### src/rtl/cw_pkg.sv
// Shared widths, state encoding and default best_d latency for the
// constant-weight run decoder.
package cw_pkg;

  localparam int N_W = 12;
  localparam int T_W = 5;
  localparam int D_W = 11;
  localparam int U_W = 4;

  localparam int BEST_D_LAT_DEF = 3;

  typedef enum logic [2:0] {
    ST_IDLE,
    ST_WAIT_D,
    ST_PREFIX,
    ST_SUFFIX,
    ST_EMIT,
    ST_DONE
  } cw_state_t;

  // Remaining slack for one run; 13 bits so it never wraps.
  function automatic logic [N_W:0] run_room(input logic [N_W-1:0] n,
                                            input logic [T_W-1:0] t);
    return {1'b0, n} - {{(N_W+1-T_W){1'b0}}, t};
  endfunction

endpackage

### src/rtl/golomb_suffix_shift.sv
// MSB-first remainder shifter for the Golomb suffix, with a down-counter
// that flags the final remainder bit.
module golomb_suffix_shift
  import cw_pkg::*;
#(
  parameter int R_W = N_W
) (
  input  logic           clk,
  input  logic           rst_n,
  input  logic           load,
  input  logic [U_W-1:0] u,
  input  logic           shift,
  input  logic           bit_in,
  output logic [R_W-1:0] r_next,
  output logic           last
);

  logic [R_W-2:0] r;
  logic [U_W-1:0] cnt;

  assign r_next = {r, bit_in};
  assign last   = (cnt == U_W'(1));

  always_ff @(posedge clk or negedge rst_n) begin
    if (!rst_n) begin
      r   <= '0;
      cnt <= '0;
    end else if (load) begin
      r   <= '0;
      cnt <= u;
    end else if (shift) begin
      r   <= r_next[R_W-2:0];
      cnt <= cnt - U_W'(1);
    end
  end

endmodule

### src/rtl/cw_run_decoder.sv
// Serial Golomb decoder producing the successive run lengths of a
// constant-weight word, with best_d driven from n_out/t_out.
//
// state  | meaning
// IDLE   | waiting for start
// WAIT_D | best_d settling on the current (n, t)
// PREFIX | consuming unary ones, acc += d per one
// SUFFIX | shifting in the u-bit remainder
// EMIT   | delta presented, waiting for delta_ready
// DONE   | one-cycle done pulse, then back to IDLE
module cw_run_decoder
  import cw_pkg::*;
#(
  parameter int BEST_D_LAT = BEST_D_LAT_DEF
) (
  input  logic           clk,
  input  logic           rst_n,
  input  logic           start,
  input  logic [N_W-1:0] n_in,
  input  logic [T_W-1:0] t_in,
  output logic [N_W-1:0] n_out,
  output logic [T_W-1:0] t_out,
  input  logic [D_W-1:0] d,
  input  logic [U_W-1:0] u,
  input  logic           bit_in,
  input  logic           bit_valid,
  output logic           bit_ready,
  output logic [N_W-1:0] delta,
  output logic           delta_valid,
  input  logic           delta_ready,
  output logic           busy,
  output logic           done,
  output logic           err
);

  localparam int WC_W = 8;

  cw_state_t      state;
  logic [WC_W-1:0] wait_cnt;
  logic [N_W-1:0] acc;
  logic [D_W-1:0] d_r;
  logic [U_W-1:0] u_r;

  logic           consume;
  logic [N_W:0]   room;
  logic [N_W:0]   acc_nxt;
  logic [N_W:0]   delta_sum;
  logic [N_W-1:0] r_next;
  logic           sfx_last;

  assign bit_ready = (state == ST_PREFIX) || (state == ST_SUFFIX);
  assign busy      = (state != ST_IDLE);
  assign consume   = bit_valid && bit_ready;
  assign room      = run_room(n_out, t_out);
  assign acc_nxt   = {1'b0, acc} + {2'b0, d_r};
  assign delta_sum = {1'b0, acc} + {1'b0, r_next};

  golomb_suffix_shift #(.R_W(N_W)) u_suffix (
    .clk    (clk),
    .rst_n  (rst_n),
    .load   ((state == ST_PREFIX) && consume && !bit_in),
    .u      (u_r),
    .shift  ((state == ST_SUFFIX) && consume),
    .bit_in (bit_in),
    .r_next (r_next),
    .last   (sfx_last)
  );

  always_ff @(posedge clk or negedge rst_n) begin
    if (!rst_n) begin
      state       <= ST_IDLE;
      wait_cnt    <= '0;
      acc         <= '0;
      d_r         <= '0;
      u_r         <= '0;
      n_out       <= '0;
      t_out       <= '0;
      delta       <= '0;
      delta_valid <= 1'b0;
      done        <= 1'b0;
      err         <= 1'b0;
    end else begin
      done <= 1'b0;
      case (state)
        ST_IDLE: begin
          if (start) begin
            n_out    <= n_in;
            t_out    <= t_in;
            err      <= 1'b0;
            wait_cnt <= WC_W'(BEST_D_LAT - 1);
            state    <= ST_WAIT_D;
          end
        end
        ST_WAIT_D: begin
          if (wait_cnt == '0) begin
            acc   <= '0;
            d_r   <= d;
            u_r   <= u;
            state <= ST_PREFIX;
          end else begin
            wait_cnt <= wait_cnt - WC_W'(1);
          end
        end
        ST_PREFIX: begin
          if (consume) begin
            if (!bit_in) begin
              state <= ST_SUFFIX;
            end else if (acc_nxt <= room) begin
              acc <= acc_nxt[N_W-1:0];
            end else begin
              err   <= 1'b1;
              done  <= 1'b1;
              state <= ST_DONE;
            end
          end
        end
        ST_SUFFIX: begin
          if (consume && sfx_last) begin
            if (delta_sum > room) begin
              err   <= 1'b1;
              done  <= 1'b1;
              state <= ST_DONE;
            end else begin
              delta       <= delta_sum[N_W-1:0];
              delta_valid <= 1'b1;
              state       <= ST_EMIT;
            end
          end
        end
        ST_EMIT: begin
          if (delta_ready) begin
            n_out       <= n_out - delta - N_W'(1);
            t_out       <= t_out - T_W'(1);
            delta_valid <= 1'b0;
            if (t_out == T_W'(1)) begin
              done  <= 1'b1;
              state <= ST_DONE;
            end else begin
              wait_cnt <= WC_W'(BEST_D_LAT - 1);
              state    <= ST_WAIT_D;
            end
          end
        end
        ST_DONE: state <= ST_IDLE;
        default: state <= ST_IDLE;
      endcase
    end
  end

endmodule

### config.mk
export PLATFORM = sky130hd
export DESIGN_NAME = cw_run_decoder
export DESIGN_NICKNAME = d
export VERILOG_FILES = /design/src/rtl/cw_pkg.sv /design/src/rtl/golomb_suffix_shift.sv /design/src/rtl/cw_run_decoder.sv
export SDC_FILE = /design/constraint.sdc
export NUM_CORES = 1
export LEC_CHECK = 0
export CAP_MARGIN = 20
export CORE_MARGIN = 3
export CORE_UTILIZATION = 55
export DETAILED_ROUTE_END_ITERATION = 10
export GPL_TIMING_DRIVEN = 1
export HOLD_SLACK_MARGIN = 0.06
export PLACE_DENSITY = 0.8
export SETUP_SLACK_MARGIN = 0.15
export SYNTH_ARGS = -nofsm -noshare
export SYNTH_HDL_FRONTEND = slang
export SYNTH_HIERARCHICAL = 1
export SYNTH_SLANG_ARGS = --single-unit
### constraint.sdc
create_clock -name clk -period 4.74 [get_ports clk]
set_input_delay 0.948 -clock clk [delete_from_list [all_inputs] [get_ports clk]]
set_output_delay 0.948 -clock clk [all_outputs]
set_load 0.02 [all_outputs]
* Word level (Yosys, flattened, before mapping)
Cells that the tools add are included.
** Storage, ports and cells
- Logic and storage cells :: 116
- Output and inout port bits :: 34
- Input bits :: 38
- Bits in registers :: 85
** Operators by class
- Reductions and logical operators :: 24
- Muxes and demuxes :: 49
- Bitwise operators :: 1
- Equality and inequality tests :: 19
- Order comparisons :: 2
- Add/sub/neg operators :: 8
** Operators by type and width (count)
- 12-bit 2-to-1 mux :: 6
- 12-bit one-hot mux with 2 select lines :: 2
- 8-bit 2-to-1 mux :: 4
- 3-bit 2-to-1 mux :: 8
- 8-bit one-hot mux with 3 select lines :: 1
- 11-bit 2-to-1 mux :: 2
- 2-bit inequality test (second input constant) :: 9
- 1-bit 2-to-1 mux :: 17
- 3-bit one-hot mux with 5 select lines :: 1
- 12-bit by 11-bit adder with 13-bit output :: 1
- 12-bit by 12-bit adder with 13-bit output :: 1
- 13-bit greater-than comparator :: 1
- 13-bit less-or-equal comparator :: 1
- 12-bit by 5-bit subtractor with 13-bit output :: 1
- 12-bit by 1-bit subtractor with 12-bit output (second input constant) :: 1
- 12-bit subtractor :: 1
- 5-bit 2-to-1 mux :: 2
- 5-bit one-hot mux with 2 select lines :: 1
- 5-bit AND reduction :: 2
- 3-bit nonzero test :: 3
- 8-bit logical NOT :: 1
- 4-bit 2-to-1 mux :: 2
- 2-bit nonzero test :: 4
- 8-bit by 1-bit subtractor with 8-bit output (second input constant) :: 1
- 21 further kinds :: 30

* Logic depth before layout (Yosys ltp)
Gate-level depths: netlist (run 1).
- Depth in word-level cells :: 6
- Gate-level depth with buffers :: 23
- Mapped depth without buffers :: 22

* By module
Netlist (run 1), hierarchy kept.
** By module, submodules not included
- cw_run_decoder :: area an instance 5574.1 sq um, sequential area each 1751.7 sq um, cells each 601, instances 1
- golomb_suffix_shift :: area an instance 701.9 sq um, sequential area each 375.4 sq um, cells each 61, instances 1

* Worst setup path after synthesis (run 1)
Ideal clock, no wire load.
- Path type :: input -> register
- Start :: in bit_in
- End :: reg delta[10]
- Setup time :: 0.127 ns
- Stages on the path :: 20
- Buffers on the path :: 2
- Arrival time :: 4.902 ns
- Slack :: -0.290 ns
- Required time :: 4.613 ns
- Path through :: buf_4 ha_1 fa_1 a21o_1 a21oi_1 o21bai_1 a21oi_1 o21ai_0 a21o_1 a21oi_1 xnor2_1 ha_1 nand2_1 nor4_1 a21oi_1 maj3_1 a22o_2 nor2b_4 buf_6 mux2_1
** On the way
- Word-level cells in the longest chain between the ends :: 4
** RTL lines
- start: declaration :: line cw_run_decoder.sv:25 : input logic bit_in,
- 12-bit by 12-bit adder with 13-bit output (*) :: line cw_run_decoder.sv:56 : assign delta_sum = {1'b0, acc} + {1'b0, r_next};
- via delta_sum[10] :: line cw_run_decoder.sv:47 : logic [N_W:0] delta_sum;
- 13-bit greater-than comparator :: line cw_run_decoder.sv:119 : if (delta_sum > room) begin
- 1-bit NOT (no line)
- 3-bit AND reduction (no line)
- end signal: assignment :: line cw_run_decoder.sv:124 : delta <= delta_sum[N_W-1:0];
- end: declaration :: line cw_run_decoder.sv:28 : output logic [N_W-1:0] delta,
Mark *: on every way through the listed nets, which the timed path passes. The rest lies on a longest branch.
A chain may end at the register's enable or synchronous reset.

* Worst setup path after layout (run 1)
- Start :: in bit_in
- End :: reg delta[9]
** On the way
- Word-level cells in the longest chain between the ends :: 4
** RTL lines (line)
- 12-bit by 12-bit adder with 13-bit output :: cw_run_decoder.sv:56
- via delta_sum[10] :: cw_run_decoder.sv:47
- 13-bit greater-than comparator :: cw_run_decoder.sv:119
- 1-bit NOT (no line)
- 3-bit AND reduction (no line)
The timed path passes the listed nets, and every way through them passes these cells.

==> impl_metrics.toml, run 1 <==
[route]
drc = 0
routed_wl_um = 16000
ant_nets = 0
vias_per_cell = 5.93
first_iter_violations = 295
routedWlPerCell_um = 17.9
drt_pass1_iterations = 5
routed-via-count = 5321

[min_path]
holdPathEnd = "u_suffix/cnt[1]$_DFFE_PN0P_"
hold_start = "u_r[1]$_DFFE_PN0P_"
hold_class = "flop to flop"
holdPathStages = 2

[worst_setup_path]
cp_max_fo = 5
crit_type = "input port to flop"
critPathLaunchType = "input port"
r2r_end = "acc[1]$_DFFE_PN0P_"
worstReg2RegStart = "acc[0]$_DFFE_PN0P_"
ff2ff_setup_slack_ps = 300
end_kind = "flop"
crit_required_ps = 4960
cp.arrival_ps = 4710
reg2reg_depth = 21

[die]
core_area_um2 = 11000
dieArea_um2 = 12700
top_level_ports = 72
placementRows = 38
start_util_pct = 57.1
fp.dieH_um = 113
fp.dieW_um = 113

[logic_synthesis]
async_flop_share_pct = 100
syn_nets = 773
synth_edf_count = 0
synth_top_area_share_pct = 33.9
avgSynthCellArea_um2 = 9.48
syn_area_um2 = 6280
yosys_register_bits = 85
synth_cell_types = 70
ys_seq_area_share_pct = 33.9
yosysTopAreaCell = "dfrtp_1"
yosys-top-cells-area = "dfrtp_1 34%, ha_1 14%, a21oi_1 3.7%"
ys.flop_type = "dfrtp_1"
yosys_warnings = 6
synthCells = 662

[clocking]
cts_max_level = 3
path_clk_slew_ps = 60
hold_buffers = 0
insertion_delay_ps = 340
clock_path_buffers = 2
numCtsBuffers = 9
root_buffer = "clkbuf_16"
cts_tree = "yes"
cts_sinks = 85

[global_routing]
grt_max_degree = 86
grtUsageTotal_pct = 24.7
grt_pass1_wl_um = 25900
grt_antenna_before_repair = 0
grt-ovfl-total = 0
grt_pass1_vias = 5412

[timing]
fmax_mhz = 223
tns_ps = 0
postLayoutSetupSlackWorst_ps = 252
fin_worst_skew_ps = 4.81
setup_violations = 0
finalCritPeriodShare_pct = 94.7
maxSlewViolCount = 0
relSlewSlack_pct = 34.7
layout_min_cycle_time_ps = 4490
rsz0062_at_grt = "no"
worst_slew_pin_slew_ps = 977
hold_viol_final = 0

[job]
drv_cap = 0

[place]
port_buffers = 71
dpl_cell_area_um2 = 7220
pre_cts_slack_ps = -350
dp.cells = 871
gp_congestion = 0.885
dp_hpwl_um = 11200

[power_and_ir_drop]
finalPower_mw = 6.65
p_leak_nw = 3.61
max-vdd-ir-drop_mv = 0.407
powerDensity_nw_per_um2 = 843

[final_layout]
final_cell_area_um2 = 7880
final_common_cell = "dfrtp_1"
final_cell_mix = "84 x dfrtp_1, 69 x clkdlybuf4s50_1, 67 x ha_1"
layout.nets = 863
syn2layout_area_growth_pct = 25.6
num_antenna_cells = 0
drive_above_1_share_pct = 15.6
fin_cells = 897

[status]
status = "completed"
-- cell usage after synthesis (all sizes together) (12+ instances only) --
library cell	instances
dfrtp	85
ha	69
nand2	55
nor2	51
a21oi	47
inv	45
o21ai	43
mux2	29
xnor2	25
mux2i	17
xor2	16
a22o	14
nor3	14
o21a	13
nand3	12
-- cell families (layout without fill, tap and decap cells) --
logic type / count (synthesis) / after routing / synth area share [%]
buffers and inverters: 63 / 157 / 4.39
AOI/OAI and AO/OA: 169 / 170 / 17.6
adders and majority gates: 74 / 74 / 15.2
and+or+nand+nor: 184 / 184 / 14.9
xor gates and xnor gates: 41 / 41 / 6.02
muxes: 46 / 46 / 7.97
DFF: 85 / 85 / 33.9
-- where the power goes --
group,switching (mW),internal [mW]
clock network,0.288,0.559
registers,0.332,1.03
logic,2.44,2.00
-- state kept, by name (all words and copies together) (netlist names) --
name	cells
acc	12
d_r	11
delta	12
delta_valid	1
done	1
err	1
n_out	12
state	3
t_out	5
u_r	4
u_suffix/cnt	4
u_suffix/r	11
wait_cnt	8
-- critical path: stages --
cell	delay (ps)
buf_8	100
ha_4	150
fa_2	360
a21o_1	170
a21oi_2	140
o21bai_1	110
a21oi_2	160
o21ai_2	70
a21o_1	190
a21oi_2	190
xnor2_2	100
ha_1	330
nand2_2	110
nor4_4	230
a21oi_2	60
maj3_2	320
a22o_4	260
nor2b_4	210
clkbuf_16	190
mux2_4	300
-- layer usage --
| metal | track usage, % | wire length [um] | vias up |
|---|---|---|---|
| li1 | - | - | 2553 |
| met1 | 32.0 | 7040 | 2615 |
| met2 | 42.7 | 8110 | 125 |
| met3 | 3.64 | 546 | 28 |
| met4 | 7.53 | 341 | 0 |
| met5 | 0 | 0 | - |
-- metrics by stage --
stage / hold WS [ps] / utilization, %
6_report: 491 / 71.8
5_1_grt: 513 / 71.8
4_1_cts: 495 / 69.9
3_5_place_dp: 477 / 65.7
3_3_place_gp: 465 / 65.7
2_1_floorplan: 448 / -
-- how the worst max path moves through the flow --
stage                       start               endpoint  slack (ps)  cells after the start
4_1_cts        acc[0]$_DFFE_PN0P_     acc[1]$_DFFE_PN0P_         180                     21
3_3_place_gp               bit_in  delta[11]$_DFFE_PN0P_        -270                     21
6_report                   bit_in   delta[9]$_DFFE_PN0P_         250                     20
5_1_grt                    bit_in   delta[9]$_DFFE_PN0P_         110                     20
2_1_floorplan              bit_in  delta[10]$_DFFE_PN0P_         160                     21
3_5_place_dp               bit_in   delta[4]$_DFFE_PN0P_        -350                     20
-- what timing repair did --
item	4_1_cts	5_1_grt
gates resized for setup	16	32
hold endpoints to repair	0	0
buffers inserted	4	3
gates cloned	1	1
setup endpoints to repair	28	28
pin swaps	15	24
-- final cells by class --
| type | count | area (um2) |
|---|---|---|
| clock inverters | 3 | 90.1 |
| fillers | 800 | 3100 |
| clock buffers | 13 | 270 |
| inverters | 45 | 169 |
| repair buffers | 96 | 963 |
| flip-flops and latches | 85 | 2130 |
| multi-input cells | 515 | 4090 |
| well taps | 140 | 175 |
Power figures use the tool's default switching activity.
==> run 2: changes to the inputs <==
--- a/config.mk
+++ b/config.mk
@@ -12,6 +12,7 @@
 export GPL_TIMING_DRIVEN = 1
 export HOLD_SLACK_MARGIN = 0.06
 export PLACE_DENSITY = 0.8
+export RECOVER_POWER = 100
 export SETUP_SLACK_MARGIN = 0.15
 export SYNTH_ARGS = -nofsm -noshare
 export SYNTH_HDL_FRONTEND = slang
==> impl_metrics.toml, run 2 (synthesized netlist as in run 1, its figures left out) <==
[die]
start_util_pct = 57.1
dieArea_um2 = 12700
fp.dieW_um = 113
placementRows = 38
top_level_ports = 72
core_area_um2 = 11000
fp.dieH_um = 113

[route]
vias_per_cell = 5.93
drc = 0
ant_nets = 0
routedWlPerCell_um = 17.8
routed-via-count = 5315
first_iter_violations = 269
routed_wl_um = 16000
drt_pass1_iterations = 5

[status]
violations = "max-capacitance violations, max-slew violations"
status = "complete, but fails checks"

[worst_setup_path]
critPathLaunchType = "input port"
critical_path.cell_chain = "buf_8, ha_4, fa_2, a21o_1, a21oi_2, o21bai_1, a21oi_2, o21ai_2, a21o_1, a21oi_2, xnor2_1, ha_1, nand2_2, nor4_4, a21oi_2, maj3_2, a22o_4, nor2b_4, clkbuf_16, mux2_4"
end_kind = "flop"
slowest_stage = "fa_2"
path_buf_inv = 2
cp.arrival_ps = 4690
cpMostUsedCell = "a21oi_2"
crit_family = "compound AO/OA/AOI/OAI gates"
slowest_delay_ps = 360
cp_max_fo = 5
crit_type = "input port to flop"
crit_required_ps = 4960

[final_layout]
syn2layout_area_growth_pct = 24.4
final-seq-area_um2 = 2130
multiInputGateArea_um2 = 4050
num_antenna_cells = 0
final_cell_area_um2 = 7810
final_cell_mix = "84 x dfrtp_1, 67 x ha_1, 54 x nand2_1"
final_common_cell = "dfrtp_1"
layout.nets = 863
fillers = 810
drive_above_1_share_pct = 14.7
largestRegisters = "acc x12, delta x12, n_out x12"

[place]
gp_congestion = 0.885
port_buffers = 71
dp_hpwl_um = 11200
pre_cts_slack_ps = -350
dpl_cell_area_um2 = 7220

[timing]
worst_slew_pin_slew_ps = 1810
fin_worst_skew_ps = 4.65
setup_violations = 0
holdWs_ps = 491
layout_min_cycle_time_ps = 4470
maxSlewViolCount = 35
relSlewSlack_pct = -20.9
fmax_mhz = 224
hold_viol_final = 0
finalCritPeriodShare_pct = 94.3
rsz0062_at_grt = "no"
postLayoutSetupSlackWorst_ps = 269

[clocking]
hold_buffers = 0
cts_sinks = 85
numCtsBuffers = 9
cts_max_level = 3
cts_tree = "yes"
insertion_delay_ps = 340
clock_path_buffers = 2
path_clk_slew_ps = 60
root_buffer = "clkbuf_16"

[min_path]
hold_class = "flop to flop"

[job]
drv_cap = 2

[power_and_ir_drop]
finalPower_mw = 6.55
p_leak_nw = 3.64
powerDensity_nw_per_um2 = 839
max-vdd-ir-drop_mv = 0.395

[global_routing]
grt-ovfl-total = 0
grt_antenna_before_repair = 0
grtUsageTotal_pct = 24.7
grt_pass1_wl_um = 25900
grt_pass1_vias = 5412
grt_max_degree = 86
[run 2: changes by cell type in the layout (fill, tap and decap cells not counted), sizes merged]
cell and change:
dlygate4sd3 +36, clkbuf +4, clkdlybuf4s50 -36, buf -4
[run 2: per-layer routing]
| metal | track usage [%] | vias up | part of all wire (%) |
|---|---|---|---|
| li1 | - | 2547 | - |
| met1 | 32.0 | 2603 | 43 |
| met2 | 42.7 | 137 | 51 |
| met3 | 3.64 | 28 | 4.4 |
| met4 | 7.53 | 0 | 2.3 |
| met5 | 0 | - | 0 |
[run 2: final timing paths]
path	end	from	depth (start not counted)	slack, ps
max	delta[9]$_DFFE_PN0P_	bit_in	20	270
min	u_suffix/cnt[0]$_DFFE_PN0P_	u_r[0]$_DFFE_PN0P_	2	490
max reg2reg	acc[1]$_DFFE_PN0P_	acc[0]$_DFFE_PN0P_	21	280
min reg2reg	u_suffix/cnt[0]$_DFFE_PN0P_	u_r[0]$_DFFE_PN0P_	2	490
max in group asynchronous	acc[0]$_DFFE_PN0P_	rst_n	2	1390
min in group asynchronous	d_r[7]$_DFFE_PN0P_	rst_n	1	1090
[run 2: report_power, final]
part / switching (mW) / total (mW) / internal [mW]
Clock: 0.289 / 0.848 / 0.559
Sequential: 0.317 / 1.34 / 1.03
Combinational: 2.43 / 4.36 / 1.93
Total: 3.03 / 6.55 / 3.52
[run 2: worst min-delay path: stages (launching register included)]
cell and delay (ps):
dfrtp_1 340, nand2_1 50, o21ai_0 60
[run 2: cell type report]
class	count	area share, %
multi-input combinational	515	51.8
sequential	85	27.3
timing repair buffer	96	11.9
clock buffer	13	3.46
tap	140	2.24
inverter	45	2.16
clock inverter	3	1.15
[run 2: repair_timing]
| action | in CTS | in global routing |
|---|---|---|
| gates cloned | 1 | 1 |
| gates resized for setup | 16 | 32 |
| pin swaps | 15 | 24 |
| setup buffers | 4 | 3 |
| endpoints found under the setup margin | 28 | 28 |
[run 2: per-stage QoR]
step	util (%)	cells	TNS (ps)
after global routing	71.1	897	0
final	71.1	897	0
after floorplan	-	662	0
after global placement	65.7	871	-3110
after detailed placement	65.7	871	-4780
after CTS	69.9	892	0
==> run 3: changes to the inputs <==
--- a/config.mk
+++ b/config.mk
@@ -6,6 +6,7 @@
 export NUM_CORES = 1
 export LEC_CHECK = 0
 export CAP_MARGIN = 20
+export CORE_ASPECT_RATIO = 1.75
 export CORE_MARGIN = 3
 export CORE_UTILIZATION = 55
 export DETAILED_ROUTE_END_ITERATION = 10
@@ -14,6 +15,7 @@
 export PLACE_DENSITY = 0.8
 export RECOVER_POWER = 100
 export SETUP_SLACK_MARGIN = 0.15
+export SKIP_LAST_GASP = 1
 export SYNTH_ARGS = -nofsm -noshare
 export SYNTH_HDL_FRONTEND = slang
 export SYNTH_HIERARCHICAL = 1
==> impl_metrics.toml, run 3 (synthesized netlist as in run 1, its figures left out) <==
[status]
status = "complete, but fails checks"
violations = "max-capacitance violations, max-slew violations"

[route]
vias_per_cell = 5.92
drt_pass1_iterations = 4
routedWlPerCell_um = 18.3
ant_nets = 0
routed_wl_um = 16500
drc = 0
first_iter_violations = 203
routed-via-count = 5331

[final_layout]
fin_cells = 900
final_cell_mix = "85 x dfrtp_1, 67 x ha_1, 54 x nand2_1"
final_common_cell = "dfrtp_1"
drive_above_1_share_pct = 15.6
layout.nets = 874
syn2layout_area_growth_pct = 25.0
num_antenna_cells = 0
fillers = 849
largestRegisters = "acc x12, delta x12, n_out x12"

[die]
placementRows = 51
top_level_ports = 72
fp.dieW_um = 86.8
dieArea_um2 = 12800
core_area_um2 = 11200
start_util_pct = 56.2
fp.dieH_um = 147

[global_routing]
grt_max_degree = 47
grt-ovfl-total = 0
grtUsageTotal_pct = 26.9
grt_pass1_wl_um = 27400
grt_pass1_vias = 5759
grt_antenna_before_repair = 0

[timing]
layout_min_cycle_time_ps = 4530
tns_ps = 0
fmax_mhz = 221
worst_slew_pin_slew_ps = 2700
fin_worst_skew_ps = 7.20
rsz0062_at_grt = "yes"
relSlewSlack_pct = -79.7
holdWs_ps = 484
maxSlewViolCount = 47
hold_viol_final = 0
setup_violations = 0
finalCritPeriodShare_pct = 95.5

[worst_setup_path]
path_buf_inv = 4
cp_max_fo = 5
slowest_delay_ps = 350
critPathLaunchType = "input port"
cp.arrival_ps = 4760
end_kind = "flop"
crit_family = "compound AO/OA/AOI/OAI gates"
slowest_stage = "fa_2"
crit_required_ps = 4970
crit_type = "input port to flop"
critical_path.cell_chain = "buf_6, ha_4, fa_2, a21o_1, a21oi_2, o21bai_1, a21oi_1, o21ai_2, a21o_1, a21oi_2, xnor2_2, ha_4, buf_6, nor2_2, a211o_1, a21oi_2, maj3_2, a22o_4, nor2b_4, buf_6, buf_16, mux2_4"

[power_and_ir_drop]
max-vdd-ir-drop_mv = 0.519
finalPower_mw = 6.53
powerDensity_nw_per_um2 = 833
p_leak_nw = 3.69

[clocking]
cts_sinks = 85
numCtsBuffers = 9
path_clk_slew_ps = 70
clock_path_buffers = 2
cts_max_level = 3
insertion_delay_ps = 350
cts_tree = "yes"
root_buffer = "clkbuf_16"

[min_path]
hold_class = "flop to flop"

[place]
dp_hpwl_um = 12500
dp.cells = 870
port_buffers = 71
gp_congestion = 0.907

[job]
drv_cap = 1
==> run 3: cell types whose count changed in the layout (fill, tap and decap cells not counted), moves of 3 or more <==
cell,before,now
buf_6,0,4
clkbuf_8,3,0
buf_4,19,27
inv_6,0,3
==> run 3: routing by layer <==
metal  routed length, um  part of all wire (%)  GRT usage (%)
met3                 488                   3.0           4.26
met1                6280                    38           29.5
met2                9220                    56           49.8
met4                 520                   3.1           11.4
met5                   0                     0              0
==> run 3: worst paths after layout <==
kind / slack, ps / depth (start not counted) / end / startpoint
min: 480 / 2 / err$_DFFE_PN0P_ / err$_DFFE_PN0P_
min reg2reg: 480 / 2 / err$_DFFE_PN0P_ / err$_DFFE_PN0P_
max reg2reg: 290 / 22 / state[1]$_DFFE_PN0P_ / acc[0]$_DFFE_PN0P_
min in group asynchronous: 1440 / 1 / acc[8]$_DFFE_PN0P_ / rst_n
max in group asynchronous: 1200 / 2 / acc[6]$_DFFE_PN0P_ / rst_n
max: 210 / 22 / delta[4]$_DFFE_PN0P_ / bit_in
==> run 3: through the flow <==
stage               utilization, %  setup WS (ps)  cell area (um2)
floorplan                        -            157             6310
global placement              65.0           -362             7260
detailed placement            65.0           -475             7260
CTS                           69.3            167             7730
global route                  70.2           30.0             7840
finish                        70.2            213             7840
==> run 3: repair_timing <==
item	4_1_cts	5_1_grt
gates cloned	1	0
buffers inserted	10	3
setup endpoints to repair	28	30
hold buffers	0	0
pin swaps	10	22
gates resized for setup	13	27
==> run 3: final cells by class <==
class | instances | area [um2] | share of cell area [%]
multi-input combinational | 514 | 4020 | 51.3
clock inverter | 7 | 103 | 1.31
timing repair buffer | 108 | 1030 | 13.1
tap | 132 | 165 | 2.11
sequential | 85 | 2130 | 27.1
inverter | 45 | 169 | 2.15
clock buffer | 9 | 225 | 2.87
==> run 3: tightest hold or removal path, cell delays in order, from the launching register on <==
cell and delay [ps]:
dfrtp_1 350, nand2_1 50, nand2_1 60
==> run 3: where the power goes <==
group | leakage [nW] | switching [mW] | internal (mW)
clock network | 0.163 | 0.319 | 0.470
registers | 1.08 | 0.335 | 1.02
logic | 2.44 | 2.39 | 1.99
